`config.mk`:
```
export PLATFORM = sky130hd
export DESIGN_NAME = instr_prefetch
export DESIGN_NICKNAME = d
export VERILOG_FILES = /design/src/rtl/instr_prefetch.sv
export SDC_FILE = /design/constraint.sdc
export NUM_CORES = 1
export LEC_CHECK = 0
export CORE_MARGIN = 5
export CORE_UTILIZATION = 37
export CTS_CLUSTER_SIZE = 24
export DETAILED_ROUTE_END_ITERATION = 16
export PLACE_DENSITY = 0.68
export SLEW_MARGIN = 20
export SYNTH_ARGS = -nofsm -noshare
export SYNTH_HDL_FRONTEND = slang
export SYNTH_SLANG_ARGS = --single-unit
```
`constraint.sdc`:
```
create_clock -name clk -period 9.62 [get_ports clk]
set_clock_uncertainty 0.15 [all_clocks]
set_input_delay 0.962 -clock clk [delete_from_list [all_inputs] [get_ports clk]]
set_output_delay 0.962 -clock clk [all_outputs]
set_load 0.01 [all_outputs]
```
`src/rtl/instr_prefetch.sv`:
```
// rtl/instr_prefetch.sv - sequential instruction prefetch FIFO with redirect flush (PREFETCH_STATS_EN adds fetch/drop counters)
module instr_prefetch #(
    parameter logic [31:0] PC_INIT = 32'h80020000,
    parameter int          DEPTH   = 4
) (
    input  logic        clk,
    input  logic        reset,
    input  logic        redirect,
    input  logic [31:0] redirect_pc,
    output logic        mem_req,
    output logic [31:0] mem_addr,
    input  logic        mem_ack,
    input  logic [31:0] mem_rdata,
    output logic        instr_valid,
    output logic [31:0] instr_out,
    output logic [31:0] instr_pc,
    input  logic        instr_ready
`ifdef PREFETCH_STATS_EN
    ,
    output logic [15:0] stat_fetches,
    output logic [15:0] stat_drops
`endif
);

    localparam int AW = (DEPTH > 1) ? $clog2(DEPTH) : 1;
    localparam int CW = AW + 1;

    typedef enum logic [1:0] {
        S_IDLE,
        S_REQ,
        S_DROP
    } state_t;

    state_t          state_q, state_d;
    logic [31:0]     fetch_pc_q, fetch_pc_d;
    logic [31:0]     addr_q, addr_d;
    logic [AW-1:0]   rd_ptr, wr_ptr;
    logic [CW-1:0]   count_q;
    logic [CW-1:0]   count_after;
    logic [31:0]     target;
    logic            push, pop, not_full;

    logic [31:0]     data_mem [DEPTH];
    logic [31:0]     pc_mem   [DEPTH];

    assign target      = redirect_pc & 32'hFFFF_FFFC;
    assign not_full    = count_q < CW'(DEPTH);
    assign instr_valid = count_q != '0;
    assign pop         = instr_valid & instr_ready & ~redirect;
    assign mem_req     = state_q != S_IDLE;
    assign mem_addr    = addr_q;
    assign instr_out   = instr_valid ? data_mem[rd_ptr] : 32'h0;
    assign instr_pc    = instr_valid ? pc_mem[rd_ptr]   : 32'h0;

    always_comb begin
        state_d     = state_q;
        fetch_pc_d  = fetch_pc_q;
        addr_d      = addr_q;
        push        = 1'b0;
        count_after = count_q;
        case (state_q)
            S_IDLE: begin
                if (redirect) begin
                    fetch_pc_d = target;
                    addr_d     = target;
                    state_d    = S_REQ;
                end else if (not_full) begin
                    addr_d  = fetch_pc_q;
                    state_d = S_REQ;
                end
            end
            S_REQ: begin
                if (redirect) begin
                    fetch_pc_d = target;
                    // Un-acked request cannot be withdrawn: keep its address until the response is absorbed.
                    if (mem_ack) begin
                        addr_d  = target;
                        state_d = S_REQ;
                    end else begin
                        state_d = S_DROP;
                    end
                end else if (mem_ack) begin
                    push        = 1'b1;
                    fetch_pc_d  = fetch_pc_q + 32'd4;
                    addr_d      = fetch_pc_q + 32'd4;
                    count_after = pop ? count_q : count_q + CW'(1);
                    state_d     = (count_after < CW'(DEPTH)) ? S_REQ : S_IDLE;
                end
            end
            S_DROP: begin
                if (redirect) begin
                    fetch_pc_d = target;
                end
                if (mem_ack) begin
                    addr_d  = redirect ? target : fetch_pc_q;
                    state_d = S_REQ;
                end
            end
            default: state_d = S_IDLE;
        endcase
    end

    always_ff @(posedge clk or negedge reset) begin
        if (!reset) begin
            state_q    <= S_IDLE;
            fetch_pc_q <= PC_INIT;
            addr_q     <= PC_INIT;
        end else begin
            state_q    <= state_d;
            fetch_pc_q <= fetch_pc_d;
            addr_q     <= addr_d;
        end
    end

    always_ff @(posedge clk or negedge reset) begin
        if (!reset) begin
            rd_ptr  <= '0;
            wr_ptr  <= '0;
            count_q <= '0;
        end else if (redirect) begin
            rd_ptr  <= '0;
            wr_ptr  <= '0;
            count_q <= '0;
        end else begin
            if (push) wr_ptr <= wr_ptr + AW'(1);
            if (pop)  rd_ptr <= rd_ptr + AW'(1);
            count_q <= count_q + CW'(push) - CW'(pop);
        end
    end

    always_ff @(posedge clk) begin
        if (push) begin
            data_mem[wr_ptr] <= mem_rdata;
            pc_mem[wr_ptr]   <= fetch_pc_q;
        end
    end

`ifdef PREFETCH_STATS_EN
    logic        drop_rsp;
    logic [16:0] fetch_sum, drop_sum;

    assign drop_rsp  = mem_ack & ((state_q == S_REQ & redirect) | (state_q == S_DROP));
    // Flushed entries count as drops alongside the discarded response.
    assign fetch_sum = {1'b0, stat_fetches} + 17'(push);
    assign drop_sum  = {1'b0, stat_drops} + 17'(drop_rsp)
                     + (redirect ? 17'(count_q) : 17'd0);

    always_ff @(posedge clk or negedge reset) begin
        if (!reset) begin
            stat_fetches <= 16'h0;
            stat_drops   <= 16'h0;
        end else begin
            stat_fetches <= fetch_sum[16] ? 16'hFFFF : fetch_sum[15:0];
            stat_drops   <= drop_sum[16]  ? 16'hFFFF : drop_sum[15:0];
        end
    end
`endif

endmodule
```
* Word-level counts from Yosys, hierarchy flattened
Memories as Yosys holds them, arrays and structs flattened.
Index checks and enable logic that the tools add are counted.
** Word-level totals
- Word-level logic and storage cells :: 67
- Input port bits :: 69
- Memories kept :: 2
- Bits in writable memories :: 256
- Bits in registers :: 73
- Output and inout port bits :: 98
** Memories
- data_mem :: words 4, width 32, read ports 1, clocked after Yosys merged registers in 0, wr ports 1, line 43 : logic [31:0] data_mem [DEPTH];
- pc_mem :: words 4, width 32, read ports 1, clocked after Yosys merged registers in 0, wr ports 1, line 44 : logic [31:0] pc_mem [DEPTH];
** Operators by class
- $lt $le $gt $ge :: 2
- Bitwise operators :: 3
- $add $sub $neg :: 6
- Reduce and logical (&&, ||, !) cells :: 11
- Eq/ne operators :: 6
- Multiplexer cells :: 31
** Operators with widths (count)
- two-way mux 32 bit :: 10
- one-hot mux 32 bit (3 select lines) :: 1
- one-hot mux 32 bit (2 select lines) :: 1
- adder 32 x 3 -> 32 bit, second input constant :: 1
- two-way mux 2 bit :: 10
- nonzero test 2 bit :: 4
- less-than comparator 3 bit, second input constant :: 2
- two-way mux 1 bit :: 6
- two-way mux 3 bit :: 2
- inequality test 3 bit, second input constant :: 2
- one-hot mux 2 bit (3 select lines) :: 1
- nonzero test 3 bit :: 2
- adder 2 x 1 -> 2 bit, second input constant :: 2
- inequality test 2 bit, second input constant :: 2
- AND reduction 4 bit :: 1
- adder 3 x 1 -> 3 bit :: 1
- adder 3 x 1 -> 3 bit, second input constant :: 1
- AND reduction 3 bit :: 1
- subtractor 3 x 1 -> 3 bit :: 1
- bitwise AND 1 bit :: 2
- == test 2 x 1 -> 1 bit, second input constant :: 1
- == test 2 bit, second input constant :: 1
- zero test 2 bit :: 1
- AND reduction 2 bit :: 1
- 2 further kinds :: 2

* Logic depth before layout (Yosys ltp)
- Depth in word-level cells :: 9
- Gate-level depth with buffers :: 13
- Depth with buffers taken out :: 11

* Least setup slack after synthesis
No wires, ideal clock.
- Kind :: input-to-reg
- From :: input port redirect
- To :: memory data_mem[0][0], enable pin
- Stages :: 5
- Setup time :: 0.429 ns
- Arrival :: 3.461 ns
- Required time :: 9.041 ns
- Setup slack :: 5.581 ns
- Buffers on the path :: 3
- Cells stage by stage :: buf_2 > buf_1 > clkbuf_1 > nor3_1 > and2_1
** On the way
- Cells in the longest elaborated chain, start to end :: 4
** Ends and longest elaborated chain
- start, declared :: line 8 : input logic redirect,
- two-way mux 1 bit :: line 73 : if (redirect) begin
- two-way mux 1 bit :: line 61 : case (state_q)
- two-way mux 1 bit :: line 132 : if (push) begin
- two-way mux 1 bit (implied by the code) :: line 133 : data_mem[wr_ptr] <= mem_rdata;
- end, declared :: line 43
Every way passes these cells.

* Worst setup path after layout
- From :: register rd_ptr[0]
- To :: output port instr_pc[26]
** On the way
- Cells in the longest elaborated chain, start to end :: 2
** Ends and longest elaborated chain
- start, declared :: line 37 : logic [AW-1:0] rd_ptr, wr_ptr;
- start signal, assigned :: line 126 : if (pop) rd_ptr <= rd_ptr + AW'(1);
- memory (4 x 32 bit)
- two-way mux 32 bit :: line 53 : assign instr_pc = instr_valid ? pc_mem[rd_ptr] : 32'h0;
- end, declared :: line 16 : output logic [31:0] instr_pc,
Every way passes these cells.

==> results.md <==
Die:
- In this run the core area contains 72 standard-cell rows.
- The die area is 43200 um^2.
- The initial utilization of the core area, before any placement, comes to 0.374.
- The core region area is 38700 um^2.
- The floorplan step set the die width to 208 um.
- The y dimension of the die is 208 um.
- The boundary pin count is 167.

Clock tree:
- The longest clock path from root to sink contains 3 buffers.
- The cell chosen for the clock root is clkbuf_16.
- The clock input transition at the sequential cells of the worst setup and hold paths is 0.06 ns.
- The number of hold buffers added after CTS is 0.
- TritonCTS built the clock tree.
- The H-tree generated during clock tree synthesis spans 2 levels.
- Clock latency on the worst-skew pair, taken at its later pin, is 0.52 ns.
- The number of buffers created by CTS is 37.
- In this run, post-CTS repair resized a total of 0 instances.
- The number of buffers added for setup after CTS is 0.
- The total clock sinks is 329.

Placement:
- The placed wire-length estimate is 22000 um.
- Counting tap cells, the placed design contains a total of 1605 instances.
- At the end of routability-driven placement, the weighted congestion stood at 0.856.
- At the placement stage, the worst setup path has a slack of 5.50 ns.
- The count of input and output buffers is 164.
- Once placement finished, the instance area stood at 16600 um^2.

Synthesis:
- The synthesized area per cell is 14.7 um^2.
- Of the total synthesized cell area, the portion taken by full adders, half adders and majority gates is 0.00742.
- Of the post-synthesis cell area, the dominant cell type holds 0.530.
- Among all flip-flop cells after synthesis, the most frequent one is edfxtp_1.
- The count of state elements after synthesis is 329.
- The proportion of synthesized area in mux cells is 0.116.
- The area of the mapped netlist is 14500 um^2.
- Of the synthesized area, sequential elements account for 0.657.
- Of the total synthesized cell area, the portion taken by XOR and XNOR cells is 0.00604.
- Of all cell types, the one taking the most synthesized area is edfxtp_1.
- The count of yosys warnings during synthesis is 0.
- The combinational family with the most area after synthesis is multiplexers.
- The post-synthesis net count is 1060.
- The compound-cell area share of the yosys netlist is 0.0826.
- The simple-gate share of the synthesized area is 0.106.
- In the post-synthesis netlist, the biggest area contributors are edfxtp_1, dfrtp_1, mux4_2, and2_1, nand2_1.
- edfxtp_1 is the most common cell in the netlist.
- Of all flip-flops after synthesis, the portion carrying an async set or reset was 0.222.
- The number of synthesized flops with an enable pin is 256.
- The synthesized netlist contains 72 unique library cells.
- The number of instances in the synthesized netlist is 983.
- Ranked by instance count, the synthesized netlist is headed by edfxtp_1, nand2_1, and2_1.

STA:
- The tightest hold path in the finished design has a slack of 0.178 ns.
- After layout, the worst setup slack is 5.08 ns.
- Setup repair after global routing left no endpoint under its margin.
- After layout, the minimum clock period comes to 4.54 ns.
- The post-route setup TNS is 0 ns.
- Setup violations remaining at the end of the flow were counted as 0.
- The worst-case headroom to the max-slew limit is 0.285.
- The final max-slew violation count was 0.
- The maximum achievable frequency is 220 MHz.
- The final hold violation count is 0.
- The measured slew at the worst slew-check pin is 1.07 ns.
- Of the available clock period, the critical path in the final layout requires 0.472.

Drt:
- For this run, design rule violations remaining after detail routing come to 0.
- The remaining number of nets flagged by the antenna check after routing is 0.
- Dividing the detail-routed wire length by the instance count gives 21.9 um.
- The length of the first detailed-routing pass in iterations is 5.
- The wire length reported by the detailed router is 36600 um.
- The DRC violation total after the first TritonRoute iteration is 736.
- After detailed routing, the number of vias per cell comes to 5.46.
- The via count of the routed design is 9136.

Finish:
- The repair_antennas step left the layout with diodes totalling 0.
- The final cell count without fillers is 1673.
- The final-stage net count is 1205.
- The final standard cell utilization of the core is 0.459.
- Compared with the post-synthesis result, the final layout area differs by 22.6%.
- Once layout is done, the placed cells without fillers occupy 17800 um^2.
- The fraction of layout instances using a drive strength above 1 is 0.141.

Global route:
- The global-route total usage across every layer is 0.164.
- The number of antenna violations at the first check in global routing was 0.
- Global routing finished with a remaining overflow of 0.
- The pin count of the biggest net entering global routing is 86.
- The first global-routing pass estimated 56100 um of wire.
- The number of global-route vias before repair was 9518.

Setup path:
- Data on the critical path is required at its endpoint by 8.51 ns.
- The setup path with the least slack is of type flop to primary output.
- For the worst flop-to-flop path, the logic depth is 6.
- STA classifies the critical path startpoint as a flop.
- The data arrival time at the worst-slack endpoint is 3.42 ns.
- The largest fanout on the critical path is 37.
- The worst setup path is captured at a primary output.

Run:
- The tool flagged a number of max-cap violations equal to 0.

Pwr:
- Summed over all cells, the static leakage comes to 5.98 nW.
- VDD sags by at most 123 uV.
- Total power for the finished layout comes to 4.82 mW.
- The power density normalized to cell area is 271 nW/um^2.

Status:
- The flow ran to the end, and the final reports show no timing, DRC or antenna violations.

Min path:
- The worst hold-check path type is input pin to asynchronous set/reset pin.
-- final timing paths --
check	from	to	slack (ns)
min reg2reg	mem_addr[13]	mem_addr[13]	0.34
min	reset	mem_addr[0]	0.18
max in group asynchronous	reset	rd_ptr[0]	8.03
min in group clk	mem_addr[13]	mem_addr[13]	0.34
max	rd_ptr[0]	instr_pc[26]	5.08
max reg2reg	state_q[0]	fetch_pc_q[16]	6.30
-- critical path, cell delays in order, from the launching register on --
cell and delay, ns:
dfrtp_4 0.85, buf_4 0.74, mux4_2 0.58, and2_1 0.17
clkdlybuf4s50_1 0.53
-- metal layers --
metal  global-route usage  wire length, um  vias to the layer above
met2                0.275            18000                      318
met1                0.220            15700                     4649
li1                     -                -                     4123
met5                    0                0                        -
met3               0.0377             2320                       46
met4               0.0385              616                        0
-- cells in the final DEF (no fill, tap or decap), drive strengths merged, types with 8 or more instances in the layout --
cell and count:
nand3 20, and2 70, o311ai 8, a211oi 10, nor3 20, o21ai 49, clkdlybuf4s50 162, clkinv 17
mux2i 16, edfxtp 256, inv 18, nor4 8, clkbuf 47, and3 9, buf 13, nand2 71
dfrtp 69, mux4 64, a21oi 33, nor2 46, nand4 12
-- area by class of cell --
| cell class | count | area, um^2 |
|---|---|---|
| multi-input cells | 566 | 4630 |
| well taps | 518 | 648 |
| fillers | 3443 | 21000 |
| inverters | 19 | 71.3 |
| clock inverters | 19 | 173 |
| flip-flops and latches | 329 | 9520 |
| clock buffers | 47 | 963 |
| repair buffers | 175 | 1750 |
-- power breakdown --
group / leakage [nW] / internal [mW] / switching (mW)
sequential: 3.21 / 1.76 / 0.276
combinational: 2.21 / 0.754 / 0.698
clock: 0.556 / 0.768 / 0.555
total: 5.98 / 3.29 / 1.53
-- flip-flops by register name (all words and copies together) (netlist names) --
register	count
data_mem	128
mem_addr	32
wr_ptr	2
pc_mem	128
count_q	3
state_q	2
fetch_pc_q	32
rd_ptr	2
-- kinds of logic after synthesis --
group,count (synthesis)
adders and majority gates,8
and+or+nand+nor,284
buffers and inverters,88
DFF,329
AOI/OAI and AO/OA,177
muxes,87
xor gates and xnor gates,10
(Power assumes the default switching activity.)
